### config.mk
export PLATFORM = sky130hd
export DESIGN_NAME = modulo_unit_flat
export DESIGN_NICKNAME = d
export VERILOG_FILES = /design/src/rtl/modulo_unit_if.sv /design/src/rtl/modulo_unit.sv /design/src/flat_wrapper.sv
export SDC_FILE = /design/constraint.sdc
export NUM_CORES = 1
export LEC_CHECK = 0
export ABC_AREA = 1
export CAP_MARGIN = 20
export CORE_MARGIN = 1.5
export CORE_UTILIZATION = 55
export CTS_CLUSTER_DIAMETER = 40
export CTS_CLUSTER_SIZE = 25
export DETAILED_ROUTE_END_ITERATION = 6
export GPL_TIMING_DRIVEN = 0
export MAX_ROUTING_LAYER = met4
export PLACE_DENSITY = 0.9
export SLEW_MARGIN = 20
export SYNTH_ARGS = -nofsm -noshare
export SYNTH_HDL_FRONTEND = slang
export SYNTH_SLANG_ARGS = --single-unit
### constraint.sdc
create_clock -name clk -period 2.44 [get_ports clk]
set_clock_uncertainty 0.05 [all_clocks]
set_input_delay 0.244 -clock clk [delete_from_list [all_inputs] [get_ports clk]]
set_output_delay 0.244 -clock clk [all_outputs]
set_load 0.01 [all_outputs]
### src/rtl/modulo_unit_if.sv
// modulo_unit_if: start/operand request and result/status bundle for modulo_unit
interface modulo_unit_if;
  logic        modulo_start_i;
  logic [15:0] op_a_i;
  logic [15:0] op_b_i;
  logic [15:0] res_o;
  logic [15:0] quot_o;
  logic        modulo_ready_o;
  logic        busy_o;
  logic        div_zero_o;
  modport master (
    output modulo_start_i, op_a_i, op_b_i,
    input  res_o, quot_o, modulo_ready_o, busy_o, div_zero_o
  );
  modport slave (
    input  modulo_start_i, op_a_i, op_b_i,
    output res_o, quot_o, modulo_ready_o, busy_o, div_zero_o
  );
endinterface

### src/rtl/modulo_unit.sv
// modulo_unit: 16-bit unsigned restoring divider, fixed 16-step latency, remainder and quotient
module modulo_unit (
  input logic clk,
  input logic rst_i,
  modulo_unit_if.slave bus
);
  typedef enum logic [1:0] {IDLE, CALC, DONE} state_t;
  state_t      state;
  logic [3:0]  cnt;
  logic [16:0] r, r_sh, r_nx;
  logic [15:0] a, b, a_nx;
  logic        ge;
  // single restoring step: shift next dividend bit into R, subtract B when it fits
  always_comb begin
    r_sh = {r[15:0], a[15]};
    ge   = r_sh >= {1'b0, b};
    r_nx = ge ? r_sh - {1'b0, b} : r_sh;
    a_nx = {a[14:0], ge};
  end
  // control FSM with datapath registers and registered outputs
  always_ff @(posedge clk) begin
    if (rst_i) begin
      state              <= IDLE;
      cnt                <= '0;
      r                  <= '0;
      a                  <= '0;
      b                  <= '0;
      bus.res_o          <= '0;
      bus.quot_o         <= '0;
      bus.modulo_ready_o <= 1'b0;
      bus.busy_o         <= 1'b0;
      bus.div_zero_o     <= 1'b0;
    end else begin
      case (state)
        IDLE: begin
          bus.modulo_ready_o <= 1'b0;
          if (bus.modulo_start_i) begin
            bus.busy_o <= 1'b1;
            if (bus.op_b_i != '0) begin
              state <= CALC;
              cnt   <= '0;
              r     <= '0;
              a     <= bus.op_a_i;
              b     <= bus.op_b_i;
            end else begin
              state              <= DONE;
              bus.res_o          <= bus.op_a_i;
              bus.quot_o         <= 16'hFFFF;
              bus.div_zero_o     <= 1'b1;
              bus.modulo_ready_o <= 1'b1;
            end
          end
        end
        CALC: begin
          r   <= r_nx;
          a   <= a_nx;
          cnt <= cnt + 4'd1;
          if (cnt == 4'd15) begin
            state              <= DONE;
            bus.res_o          <= r_nx[15:0];
            bus.quot_o         <= a_nx;
            bus.div_zero_o     <= 1'b0;
            bus.modulo_ready_o <= 1'b1;
          end
        end
        default: begin
          state              <= IDLE;
          bus.modulo_ready_o <= 1'b0;
          bus.busy_o         <= 1'b0;
        end
      endcase
    end
  end
endmodule

### src/flat_wrapper.sv
// flat-port wrapper written by rule: the top's interface ports become plain ports
module modulo_unit_flat 
  (clk, rst_i, bus_modulo_start_i, bus_op_a_i, bus_op_b_i, bus_res_o, bus_quot_o, bus_modulo_ready_o, bus_busy_o, bus_div_zero_o);
  modulo_unit_if bus_i ();
  input logic clk;
  input logic rst_i;
  input wire logic [$bits(bus_i.modulo_start_i)-1:0] bus_modulo_start_i;
  input wire logic [$bits(bus_i.op_a_i)-1:0] bus_op_a_i;
  input wire logic [$bits(bus_i.op_b_i)-1:0] bus_op_b_i;
  output wire logic [$bits(bus_i.res_o)-1:0] bus_res_o;
  output wire logic [$bits(bus_i.quot_o)-1:0] bus_quot_o;
  output wire logic [$bits(bus_i.modulo_ready_o)-1:0] bus_modulo_ready_o;
  output wire logic [$bits(bus_i.busy_o)-1:0] bus_busy_o;
  output wire logic [$bits(bus_i.div_zero_o)-1:0] bus_div_zero_o;
  assign bus_i.modulo_start_i = bus_modulo_start_i;
  assign bus_i.op_a_i = bus_op_a_i;
  assign bus_i.op_b_i = bus_op_b_i;
  assign bus_res_o = bus_i.res_o;
  assign bus_quot_o = bus_i.quot_o;
  assign bus_modulo_ready_o = bus_i.modulo_ready_o;
  assign bus_busy_o = bus_i.busy_o;
  assign bus_div_zero_o = bus_i.div_zero_o;
  modulo_unit u_core (.clk(clk), .rst_i(rst_i), .bus(bus_i));
endmodule
# ---- Word-level counts from Yosys, hierarchy flattened
# Index checks and enable logic that the tools add are counted.
# Widths: inputs -> output; s select.
dict set report word_totals {
  regBits 89
  in_bits 35
  output_inout_bits 35
  elab_cells 60
}
dict set report classes {
  n_addsub 2
  order_cmp 1
  eq_ne 6
  muxes 32
  n_bitwise 1
  n_reduce_logical 8
}
# op count
set op_table {}
lappend op_table {{$mux 16} 11}
lappend op_table {{$pmux 16 s2} 4}
lappend op_table {{$ge 17x16->1} 1}
lappend op_table {{$reduce_bool 16->1} 1}
lappend op_table {{$sub 16x16->16} 1}
lappend op_table {{$mux 4} 2}
lappend op_table {{$pmux 4 s2} 1}
lappend op_table {{$mux 1} 7}
lappend op_table {{$mux 2} 3}
lappend op_table {{$pmux 1 s2} 3}
lappend op_table {{$reduce_and 3->1} 2}
lappend op_table {{$add 4x1->4 const B} 1}
lappend op_table {{$eq 4x4->1 const B} 1}
lappend op_table {{$ne 2x1->1 const B} 2}
lappend op_table {{$ne 2x2->1 const B} 2}
lappend op_table {{$pmux 2 s2} 1}
lappend op_table {{$reduce_and 2->1} 2}
lappend op_table {{$reduce_and 4->1} 1}
lappend op_table {{$eq 2x1->1 const B} 1}
lappend op_table {{$logic_not 2->1} 1}
lappend op_table {{$reduce_bool 2->1} 1}
lappend op_table {{$not 1->1} 1}

# ---- Longest topological paths before layout
# Gate-level depths: netlist (run 1).
dict set report logic_depth {
  word_depth 4
  ltp_mapped 16
}

# ---- Worst setup path after synthesis (run 1)
# OpenSTA, ideal clock, no wires.
dict set report synth_timing {
  path_type {register to register}
  startpoint {reg u_core.a[15]}
  endpoint {reg u_core.r[8]}
  setup_ns 0.056
  arrival_ns 1.727
  t_required_ns 2.334
  path_slack_ns 0.607
  stages_incl_launch_ff 13
  period_less_slack_ns 1.833
  path_cell_list {dfxtp_1 inv_1 ha_1 inv_1 fa_1 nand3_1 nand3_1 a21oi_1 xnor2_1 nand3_2 nand3_1 nand2_1 inv_1}
}
dict set report synth_between {
  elab_chain_cells 3
  elab_cells_between_ends 4
}
# element line
set synth_lines {}
lappend synth_lines {{start, declared} modulo_unit.sv:11} ;# logic [15:0] a, b, a_nx;
lappend synth_lines {{start signal, assigned} modulo_unit.sv:43} ;# a <= bus.op_a_i;
lappend synth_lines {{start signal, assigned} modulo_unit.sv:56} ;# a <= a_nx;
lappend synth_lines {{$sub 16x16->16 or $ge 17x16->1 (tied branches)} {modulo_unit.sv:17, modulo_unit.sv:16}}
lappend synth_lines {{$mux 16 *} modulo_unit.sv:17} ;# r_nx = ge ? r_sh - {1'b0, b} : r_sh;
lappend synth_lines {{$pmux 16 s2 *} modulo_unit.sv:34} ;# case (state)
lappend synth_lines {{end signal, assigned} modulo_unit.sv:55} ;# r <= r_nx;
lappend synth_lines {{end, declared} modulo_unit.sv:10} ;# logic [16:0] r, r_sh, r_nx;
# Every way passes the cells marked *; elsewhere a longest branch is shown, timed or not.
# A chain may end at the register's enable or synchronous reset.

# ---- Worst setup path in the final report (run 1)
dict set report layout_timing {
  startpoint {reg u_core.r[13]}
  endpoint {reg u_core.bus.res_o[6]}
}
dict set report layout_between {
  elab_chain_cells 4
}
# element line
set layout_lines {}
lappend layout_lines {{$ge 17x16->1} modulo_unit.sv:16} ;# ge = r_sh >= {1'b0, b};
lappend layout_lines {{$mux 16} modulo_unit.sv:17}
lappend layout_lines {{$mux 16} modulo_unit.sv:58} ;# if (cnt == 4'd15) begin
lappend layout_lines {{$pmux 16 s2} modulo_unit.sv:34}
lappend layout_lines {{end signal, assigned} modulo_unit.sv:47} ;# bus.res_o <= bus.op_a_i;
lappend layout_lines {{end signal, assigned} modulo_unit.sv:60} ;# bus.res_o <= r_nx[15:0];
lappend layout_lines {{end, declared} modulo_unit_if.sv:17} ;# output res_o, quot_o, modulo_ready_o, busy_o, div_zero_o
# Every way passes these cells. The select of a mux whose other input is x is not followed.

==> results of run 1 <==
how the worst min path moves through the flow:
stage / end / slack [ps]
6_report: u_core.bus.res_o[3] / 310
5_1_grt: u_core.bus.res_o[0] / 350
4_1_cts: u_core.bus.res_o[3] / 310
3_5_place_dp: u_core.bus.quot_o[13] / 410
3_3_place_gp: u_core.b[4] / 400
2_1_floorplan: u_core.b[0] / 330
critical path: stages, from the launching register on:
cell and delay (ps):
dfxtp_1 420, ha_1 350, nand2_1 110, nand2_1 100, nand2_1 90, nand2_1 90, a21oi_4 170, nand3_2 110
nor2_4 210, buf_8 190, nand3_2 80, nand3_1 120, nand2_1 60, inv_1 40
cells in the final DEF (no fill, tap or decap), drive strengths merged:
| master | count |
|---|---|
| nand2 | 200 |
| inv | 110 |
| dfxtp | 89 |
| nand3 | 84 |
| nor2 | 73 |
| clkdlybuf4s50 | 68 |
| a21oi | 58 |
| o21ai | 49 |
| clkbuf | 31 |
| ha | 17 |
| a31oi | 16 |
| buf | 14 |
| xor2 | 8 |
| nor3 | 6 |
| nand4 | 4 |
| a22oi | 2 |
| clkinv | 2 |
| nand3b | 1 |
| xnor2 | 1 |
| or2 | 1 |
| and2 | 1 |
| fa | 1 |
| clkinvlp | 1 |
stage by stage:
step	cell area (um^2)	hold WS [ps]	std cells	power, mW
detailed placement	5850	407	929	3.37
CTS	6040	306	945	4.39
global route	6040	347	945	4.65
floorplan	5030	329	753	2.87
global placement	5850	403	929	3.34
finish	6040	307	945	4.42
cells in the mapped netlist, drive strengths merged:
master    n  share of area [%]
nor2     73                5.8
dfxtp    89                 35
a21oi    58                6.0
ha       17                4.2
or2       1               0.12
nand3b    1               0.40
fa        1               0.40
xnor2     1               0.17
nor3      6               0.60
nand2   200                 15
nand3    84                 10
and2      1               0.12
o21ai    49                4.9
a22oi     2               0.30
xor2      8                1.4
buf      14                1.9
inv     106                7.9
a31oi    16                2.0
nand4     4               0.92
clkbuf   22                1.8
metal layers:
layer	routed length, um	share of wire, %
met2	6840	47
met3	940	6.4
met5	0	0
met4	477	3.3
met1	6410	44
final cells by class:
| cell class | instances | share of cell area, % |
|---|---|---|
| Clock inverter | 7 | 1.16 |
| Buffer | 36 | 3.04 |
| Timing Repair Buffer | 68 | 11.3 |
| Clock buffer | 9 | 2.05 |
| Inverter | 106 | 6.59 |
| Multi-Input combinational cell | 522 | 44.2 |
| Sequential cell | 89 | 29.5 |
| Tap cell | 108 | 2.24 |
report_power, final:
group / internal, mW / switching (mW) / total (mW)
combinational: 0.635 / 1.04 / 1.68
clock: 0.399 / 0.642 / 1.04
sequential: 1.60 / 0.0972 / 1.70
total: 2.64 / 1.78 / 4.42
flip-flops by register name, indices dropped and copies added (netlist names), 2 cells and up:
signal	count
u_core.state	2
u_core.cnt	4
u_core.bus.quot_o	16
u_core.bus.res_o	16
u_core.a	16
u_core.r	16
u_core.b	16
cells by family after synthesis:
logic type	synth area share, %
simple gates	33.7
buf+inv	11.6
compound gates	13.2
flops	35.4
fa+ha+maj	4.63
xor+xnor	1.57
==> flow_summary_export.csv, run 1 <==
group,metric,value,unit
power_and_ir_drop,powerDensity,731,mW/mm^2
min_path,holdCritStartpoint,"rst_i",
timing,worst_pin_slew,645,ps
yosys,ys_seq_elements,89,
route,ant_nets,0,
timing,setup_ws,199,ps
die,io_pins,70,
clock_network,postCtsSetupBuffers,0,
finish,multi_input_area,0.00267,mm^2
run_status,status,"finished, violations left",
worst_setup_path,startpoint,"u_core.r[13]",
clock_network,h-tree-depth,3,
global_routing,gr-usage-met1,39.4,%
route,vias_per_cell,5.58,
run_status,violations,"design-rule violations",
placement,globalplace.congestion,0.955,
timing,post-route-period-util,91.8,%
finish,regArea,0.00178,mm^2
min_path,hold_depth,4,
worst_setup_path,endpoint,"u_core.bus.res_o[6]",
route,drc,5,
timing,max_clock_freq,446,MHz
yosys,yosys.cell_types.count,36,
job,cap_viol_max_count,0,
worst_setup_path,r2r_slack,200,ps
yosys,synth_fp_nets,806,
clock_network,numClockSinks,89,
clock_network,ctsResizeCount,0,
yosys,ys_warn_count,0,
finish,final_nets,885,
placement,pre_cts_ws,78.9,ps
die,die_w,98.6,um
worst_setup_path,worstPathArrival,2520,ps
global_routing,grt_overflow_total,0,
finish,fill_cells,784,
finish,n_antenna_cell,0,
finish,area_growth,20.1,%
route,first_pass_iters,7,
timing,slew_violations,0,
die,fp.dieH,98.6,um
global_routing,met2_usage,51.0,%
worst_setup_path,reg2reg_to,"u_core.bus.res_o[6]",
worst_setup_path,critPathLaunchType,"register",
finish,drive_gt1_share,8.72,%
timing,tns,0,ps
global_routing,grt_pass1_vias,5020,
worst_setup_path,r2r_start,"u_core.r[13]",
placement,io_buffers,68,
route,drt_iter0_drc,390,
yosys,synth_cells,753,
timing,period_needed,2240,ps
power_and_ir_drop,p_leak,2.89,nW
global_routing,grt_pass1_wl,23500,um
clock_network,cts_tree,"done",
route,wire_per_inst,15.5,um
clock_network,cts_buffer_depth,2,
global_routing,grt_usage,31.3,%
clock_network,clock_latency,380,ps
global_routing,grt.busiest_layer,"met2",
die,coreArea,0.00881,mm^2
global_routing,grt_max_degree,19,
clock_network,hold_buffers,0,
yosys,synth_area_per_cell,6.68,um^2
route,vias,5273,
global_routing,antenna_found_initial,0,
timing,finalHoldViolCount,0,
die,initial_core_util,57.1,%
die,rows,34,
timing,setup_violations,0,
min_path,min-delay-path-class,"primary input to register",
timing,slew_headroom,57.0,%
global_routing,grtUsageMet3,4.54,%
clock_network,clockRootBuffer,"clkbuf_8",
worst_setup_path,cp_max_fo,10,
worst_setup_path,r2r_cells,13,
clock_network,clk_pin_slew,100,ps
worst_setup_path,critical_path_class,"register to register",
worst_setup_path,crit_required,2720,ps
timing,grt_setup_unrepaired,"no",
finish,fin_util,68.6,%
die,die-area,0.00973,mm^2
worst_setup_path,worstSetupEndpointType,"register",
clock_network,cts_made_buffers,9,
yosys,netlist_area,0.00503,mm^2
power_and_ir_drop,vdd_ir_drop_max,448,uV
route,finalWirelength,14700,um
placement,dp_hpwl,11300,um
yosys,ys_seq_area_share,35.4,%
No activity file was read; power rests on OpenSTA's default activity.
==> run 2: changes to the inputs <==
--- a/config.mk
+++ b/config.mk
@@ -8,13 +8,13 @@
 export ABC_AREA = 1
 export CAP_MARGIN = 20
 export CORE_MARGIN = 1.5
-export CORE_UTILIZATION = 55
+export CORE_UTILIZATION = 23
 export CTS_CLUSTER_DIAMETER = 40
 export CTS_CLUSTER_SIZE = 25
 export DETAILED_ROUTE_END_ITERATION = 6
 export GPL_TIMING_DRIVEN = 0
 export MAX_ROUTING_LAYER = met4
-export PLACE_DENSITY = 0.9
+export PLACE_DENSITY = 0.5
 export SLEW_MARGIN = 20
 export SYNTH_ARGS = -nofsm -noshare
 export SYNTH_HDL_FRONTEND = slang
==> flow_summary_export.csv, run 2 (synthesized netlist as in run 1, its figures left out) <==
group,metric,value,unit
timing,slew_headroom,57.8,%
finish,final_common_cell,"nand2_1",
die,initial_core_util,23.7,%
timing,slew_violations,0,
timing,grt_setup_unrepaired,"no",
route,first_pass_iters,5,
timing,worst_pin_slew,632,ps
timing,post-route-period-util,93.0,%
power_and_ir_drop,vdd_ir_drop_max,278,uV
timing,setup_ws,172,ps
placement,globalplace.congestion,0.864,
finish,area_growth,26.5,%
route,finalWirelength,15800,um
die,io_pins,70,
timing,finalHoldViolCount,0,
worst_setup_path,critical_path_class,"register to register",
route,vias,4935,
clock_network,numClockSinks,89,
global_routing,antenna_found_initial,0,
route,ant_nets,0,
worst_setup_path,cp_max_fo,4,
global_routing,grt_pass1_vias,4959,
die,die-area,0.0228,mm^2
min_path,hold_end,"u_core.bus.res_o[0]",
power_and_ir_drop,powerDensity,761,mW/mm^2
min_path,min-delay-path-class,"primary input to register",
min_path,hold_depth,4,
finish,final_nets,885,
job,cap_viol_max_count,0,
finish,fin_util,30.0,%
worst_setup_path,critPathLaunchType,"register",
global_routing,grt_max_degree,16,
power_and_ir_drop,p_total,4.85,mW
worst_setup_path,r2r_slack,170,ps
die,coreArea,0.0212,mm^2
min_path,holdCritStartpoint,"rst_i",
clock_network,hold_buffers,0,
die,rows,53,
global_routing,grt_pass1_wl,26000,um
timing,period_needed,2270,ps
finish,drive_gt1_share,8.84,%
worst_setup_path,reg2reg_to,"u_core.bus.res_o[8]",
worst_setup_path,r2r_cells,12,
timing,hold_slack,334,ps
route,drc,0,
placement,dp_hpwl,12400,um
clock_network,postCtsSetupBuffers,0,
timing,setup_violations,0,
clock_network,cts_made_buffers,9,
route,wire_per_inst,14.3,um
run_status,status,"finished, final reports clean",
global_routing,grt_overflow_total,0,
worst_setup_path,worstPathArrival,2520,ps
route,drt_iter0_drc,346,
die,die_w,151,um
power_and_ir_drop,p_leak,2.94,nW
route,vias_per_cell,4.44,
worst_setup_path,crit_required,2690,ps
placement,io_buffers,68,
clock_network,cts_buffer_depth,2,
placement,pre_cts_ws,-56.4,ps
clock_network,clockRootBuffer,"clkbuf_16",
finish,final_cell_mix,"nand2_1 (193), inv_1 (97), dfxtp_1 (89)",
clock_network,h-tree-depth,3,
global_routing,grt_usage,15.2,%
clock_network,cts_tree,"done",
worst_setup_path,worstSetupEndpointType,"register",
clock_network,clk_pin_slew,70,ps
clock_network,clock_latency,350,ps
finish,n_antenna_cell,0,
timing,max_clock_freq,441,MHz
die,fp.dieH,151,um
worst_setup_path,r2r_start,"u_core.a[15]",
==> run 2: cell count changes in the layout (fill, tap and decap cells not counted), moves of 2 or more <==
cell / change
nor2_1: -2
clkbuf_16: +9
nor2_2: +2
clkbuf_8: -8
==> run 2: power breakdown <==
group          total (mW)  leakage (nW)  internal [mW]  switching, mW
Sequential           1.70         0.730           1.60         0.0951
Combinational        1.68          2.07          0.636           1.05
Clock                1.47         0.143          0.831          0.636
Total                4.85          2.94           3.07           1.78
==> run 2: how the worst max path moves through the flow <==
stage | from | endpoint | slack (ps)
after floorplan | u_core.a[15] | u_core.r[8] | 610
after global placement | bus_op_b_i[7] | u_core.state[0] | -90
after detailed placement | bus_op_b_i[11] | u_core.bus.res_o[13] | -60
after CTS | u_core.a[15] | u_core.bus.res_o[8] | 200
after global routing | u_core.b[8] | u_core.bus.res_o[6] | 20
final | u_core.a[15] | u_core.bus.res_o[8] | 170
==> run 2: cell type report <==
cell class              count  area [um^2]
fillers                  2391        14900
multi-input cells         522         2670
flip-flops and latches     89         1780
repair buffers             68          681
inverters                 106          398
well taps                 275          344
clock buffers              11          243
plain buffers              36          184
clock inverters             5         62.6
==> run 2: what timing repair did <==
action / CTS / global route
hold endpoints to repair: 0 / 0
setup endpoints to repair: 0 / 2
gates resized for setup: 0 / 2
==> run 2: critical path, cell delays in order (launching register included) <==
cell     delay [ps]
dfxtp_1         350
inv_1            70
ha_1            140
inv_1           110
fa_1            450
nand3_1         110
nand3_1         180
a21oi_1         210
xnor2_1         200
nand3_2         120
nand3_1         130
nand2_1          60
inv_1            40
==> run 2: metal layers <==
| metal | wire (um) | vias to the layer above | GRT usage [%] |
|---|---|---|---|
| li1 | - | 2570 | - |
| met1 | 8080 | 2258 | 20.7 |
| met2 | 6840 | 88 | 22.8 |
| met3 | 710 | 19 | 3.64 |
| met4 | 223 | 0 | 3.54 |
| met5 | 0 | - | - |
==> run 2: stage by stage <==
stage	TNS (ps)	instance area (um^2)	std cells
2_1_floorplan	0	5030	753
3_3_place_gp	-1250	6060	1096
3_5_place_dp	-574	6060	1096
4_1_cts	0	6360	1112
5_1_grt	0	6370	1112
6_report	0	6370	1112
==> run 3: changes to the inputs <==
--- a/config.mk
+++ b/config.mk
@@ -5,7 +5,6 @@
 export SDC_FILE = /design/constraint.sdc
 export NUM_CORES = 1
 export LEC_CHECK = 0
-export ABC_AREA = 1
 export CAP_MARGIN = 20
 export CORE_MARGIN = 1.5
 export CORE_UTILIZATION = 23
@@ -14,7 +13,7 @@
 export DETAILED_ROUTE_END_ITERATION = 6
 export GPL_TIMING_DRIVEN = 0
 export MAX_ROUTING_LAYER = met4
-export PLACE_DENSITY = 0.5
+export PLACE_DENSITY = 0.51
 export SLEW_MARGIN = 20
 export SYNTH_ARGS = -nofsm -noshare
 export SYNTH_HDL_FRONTEND = slang
==> flow_summary_export.csv, run 3 <==
group,metric,value,unit
run_status,status,"finished, violations left",
run_status,violations,"negative setup slack",
worst_setup_path,worstPathArrival,2780,ps
route,drc,0,
timing,worst_pin_slew,691,ps
placement,globalplace.congestion,0.892,
finish,final_cell_area,0.00660,mm^2
yosys,synth_area_per_cell,8.25,um^2
timing,finalHoldViolCount,0,
worst_setup_path,reg2reg_to,"u_core.r[12]",
yosys,synth_cells,538,
yosys,synth.top_cell.area_share,40.1,%
global_routing,grt_usage,15.8,%
finish,final_common_cell,"nand2_1",
finish,drive_gt1_share,23.8,%
clock_network,cts_tree,"done",
timing,max_clock_freq,393,MHz
global_routing,grt_max_degree,18,
worst_setup_path,slowest_delay,500,ps
worst_setup_path,r2r_start,"u_core.a[15]",
yosys,ys_seq_elements,89,
worst_setup_path,cp_max_fo,4,
worst_setup_path,r2r_cells,11,
power_and_ir_drop,powerDensity,1670,mW/mm^2
global_routing,antenna_found_initial,0,
global_routing,grt_pass1_wl,23600,um
placement,io_buffers,69,
clock_network,h-tree-depth,3,
clock_network,cts_made_buffers,9,
finish,fill_cells,1900,
timing,setup_ws,-105,ps
die,rows,50,
timing,slew_violations,0,
finish,n_antenna_cell,0,
finish,final_cells,912,
route,first_pass_iters,5,
finish,final_cell_mix,"nand2_1 (94), dfxtp_1 (78), clkdlybuf4s50_1 (69)",
yosys,yosys.area.top_type,"dfxtp_1",
worst_setup_path,critPathLaunchType,"register",
worst_setup_path,path_buf_inv,2,
die,io_pins,70,
worst_setup_path,cp_top_family,"compound AO/OA/AOI/OAI gates",
min_path,hold_depth,2,
clock_network,clk_pin_slew,70,ps
finish,fin_util,35.0,%
worst_setup_path,cp_slowest_cell,"or4b_1",
finish,final_nets,700,
placement,dpl.cell_count,867,
job,cap_viol_max_count,0,
worst_setup_path,path_common_cell,"inv_2",
timing,setup_violations,9,
timing,post-route-period-util,104,%
route,vias,4515,
route,finalWirelength,15600,um
timing,tns,-567,ps
placement,dp_hpwl,11300,um
yosys,netlist_area,0.00444,mm^2
clock_network,clockRootBuffer,"clkbuf_16",
route,drt_iter0_drc,326,
timing,grt_setup_unrepaired,"yes",
power_and_ir_drop,vdd_ir_drop_max,963,uV
die,coreArea,0.0188,mm^2
min_path,holdCritStartpoint,"u_core.b[10]",
clock_network,numClockSinks,89,
finish,area_growth,48.6,%
yosys,synthFlopType,"dfxtp_1",
die,initial_core_util,23.6,%
yosys,ys_warn_count,0,
yosys,synth_common_cells,"nand2_1 (95), dfxtp_1 (89), nor2_1 (46), a21oi_1 (38), o21ai_0 (29)",
route,vias_per_cell,4.95,
yosys,synth.most_common_cell,"nand2_1",
yosys,synth-edff-count,0,
timing,slew_headroom,53.9,%
yosys,synth_fp_nets,591,
worst_setup_path,crit_required,2680,ps
timing,period_needed,2550,ps
die,die_w,142,um
global_routing,grt_overflow_total,0,
route,ant_nets,0,
min_path,min-delay-path-class,"register to register",
clock_network,clock_latency,360,ps
worst_setup_path,r2r_slack,-110,ps
worst_setup_path,worstSetupEndpointType,"register",
min_path,hold_end,"u_core.b[10]",
clock_network,cts_buffer_depth,2,
placement,dpl-instance-area,0.00546,mm^2
yosys,yosys.cell_types.count,59,
route,wire_per_inst,17.1,um
global_routing,grt_pass1_vias,4348,
yosys,synth.area.top_cells,"dfxtp_1 (40%), nand2_1 (8.0%), ha_1 (4.8%)",
worst_setup_path,crit_chain,"inv_2, ha_4, inv_2, fa_2, a21o_1, a221oi_4, o221ai_4, or4b_1, nand3_2, mux2i_2, o21ai_1",
worst_setup_path,critical_path_class,"register to register",
die,fp.dieH,142,um
yosys,ys_seq_area_share,40.1,%
die,die-area,0.0201,mm^2
power_and_ir_drop,p_leak,2.34,nW
yosys,ys_async_sr_fraction,0,%
## run 3: how the worst max path moves through the flow
| stage | end | from | slack (ps) | cells past startpoint |
|---|---|---|---|---|
| final | u_core.r[12] | u_core.a[15] | -110 | 11 |
| after global routing | u_core.bus.res_o[12] | u_core.a[15] | -210 | 11 |
| after CTS | u_core.bus.res_o[12] | u_core.a[15] | -170 | 11 |
| after detailed placement | u_core.bus.res_o[9] | bus_op_b_i[10] | -580 | 9 |
| after global placement | u_core.bus.res_o[9] | bus_op_b_i[10] | -580 | 9 |
| after floorplan | u_core.bus.res_o[12] | u_core.a[15] | 0.1 | 11 |
## run 3: layout make-up
| type | count | area, um^2 | share of cell area, % |
|---|---|---|---|
| multi-input combinational | 394 | 2960 | 44.8 |
| clock buffer | 9 | 225 | 3.41 |
| inverter | 23 | 86.3 | 1.31 |
| sequential | 89 | 1800 | 27.3 |
| tap | 260 | 325 | 4.93 |
| buffer | 32 | 158 | 2.39 |
| timing repair buffer | 98 | 961 | 14.6 |
| clock inverter | 7 | 85.1 | 1.29 |
## run 3: report_power, final
part	switching (mW)	leakage, nW	internal (mW)
Sequential	0.201	0.730	1.62
Combinational	3.82	1.46	3.89
Clock	0.643	0.146	0.813
Total	4.67	2.34	6.33
## run 3: cell families (layout without fill, tap and decap cells)
group,count (synthesis),count (layout),synth area share [%]
flip-flops,89,89,40.1
AO/OA/AOI/OAI,160,160,26.2
multiplexers,6,6,1.35
AND/OR/NAND/NOR,200,200,20.1
XOR/XNOR,10,10,1.97
adder cells (fa/ha/maj),18,18,5.24
buffers and inverters,55,169,4.96
## run 3: routing by layer
metal  share of wire (%)  global-route usage [%]  wire length, um
met2                  46                    24.2             7240
met4                 1.9                    5.97              298
met3                 5.4                    3.63              837
met1                  46                    20.2             7200
met5                   0                       -                0
## run 3: worst min-delay path: stages, from the launching register on
cell	delay (ps)
dfxtp_2	320
nand2_1	50
a21oi_1	50
## run 3: what timing repair did
action                     CTS  global route
gates resized for setup     63            61
setup buffers               18            10
hold buffers                 0             0
setup endpoints to repair   42            55
pin swaps                   28            28
cloned                       1             0
## run 3: through the flow
stage               hold WS (ps)  power, mW  setup slack, ps
floorplan                    330       4.85            0.135
global placement             398       5.94             -576
detailed placement           403       5.95             -583
CTS                          400       9.45             -168
global route                 424       11.6             -209
finish                       406       11.0             -105
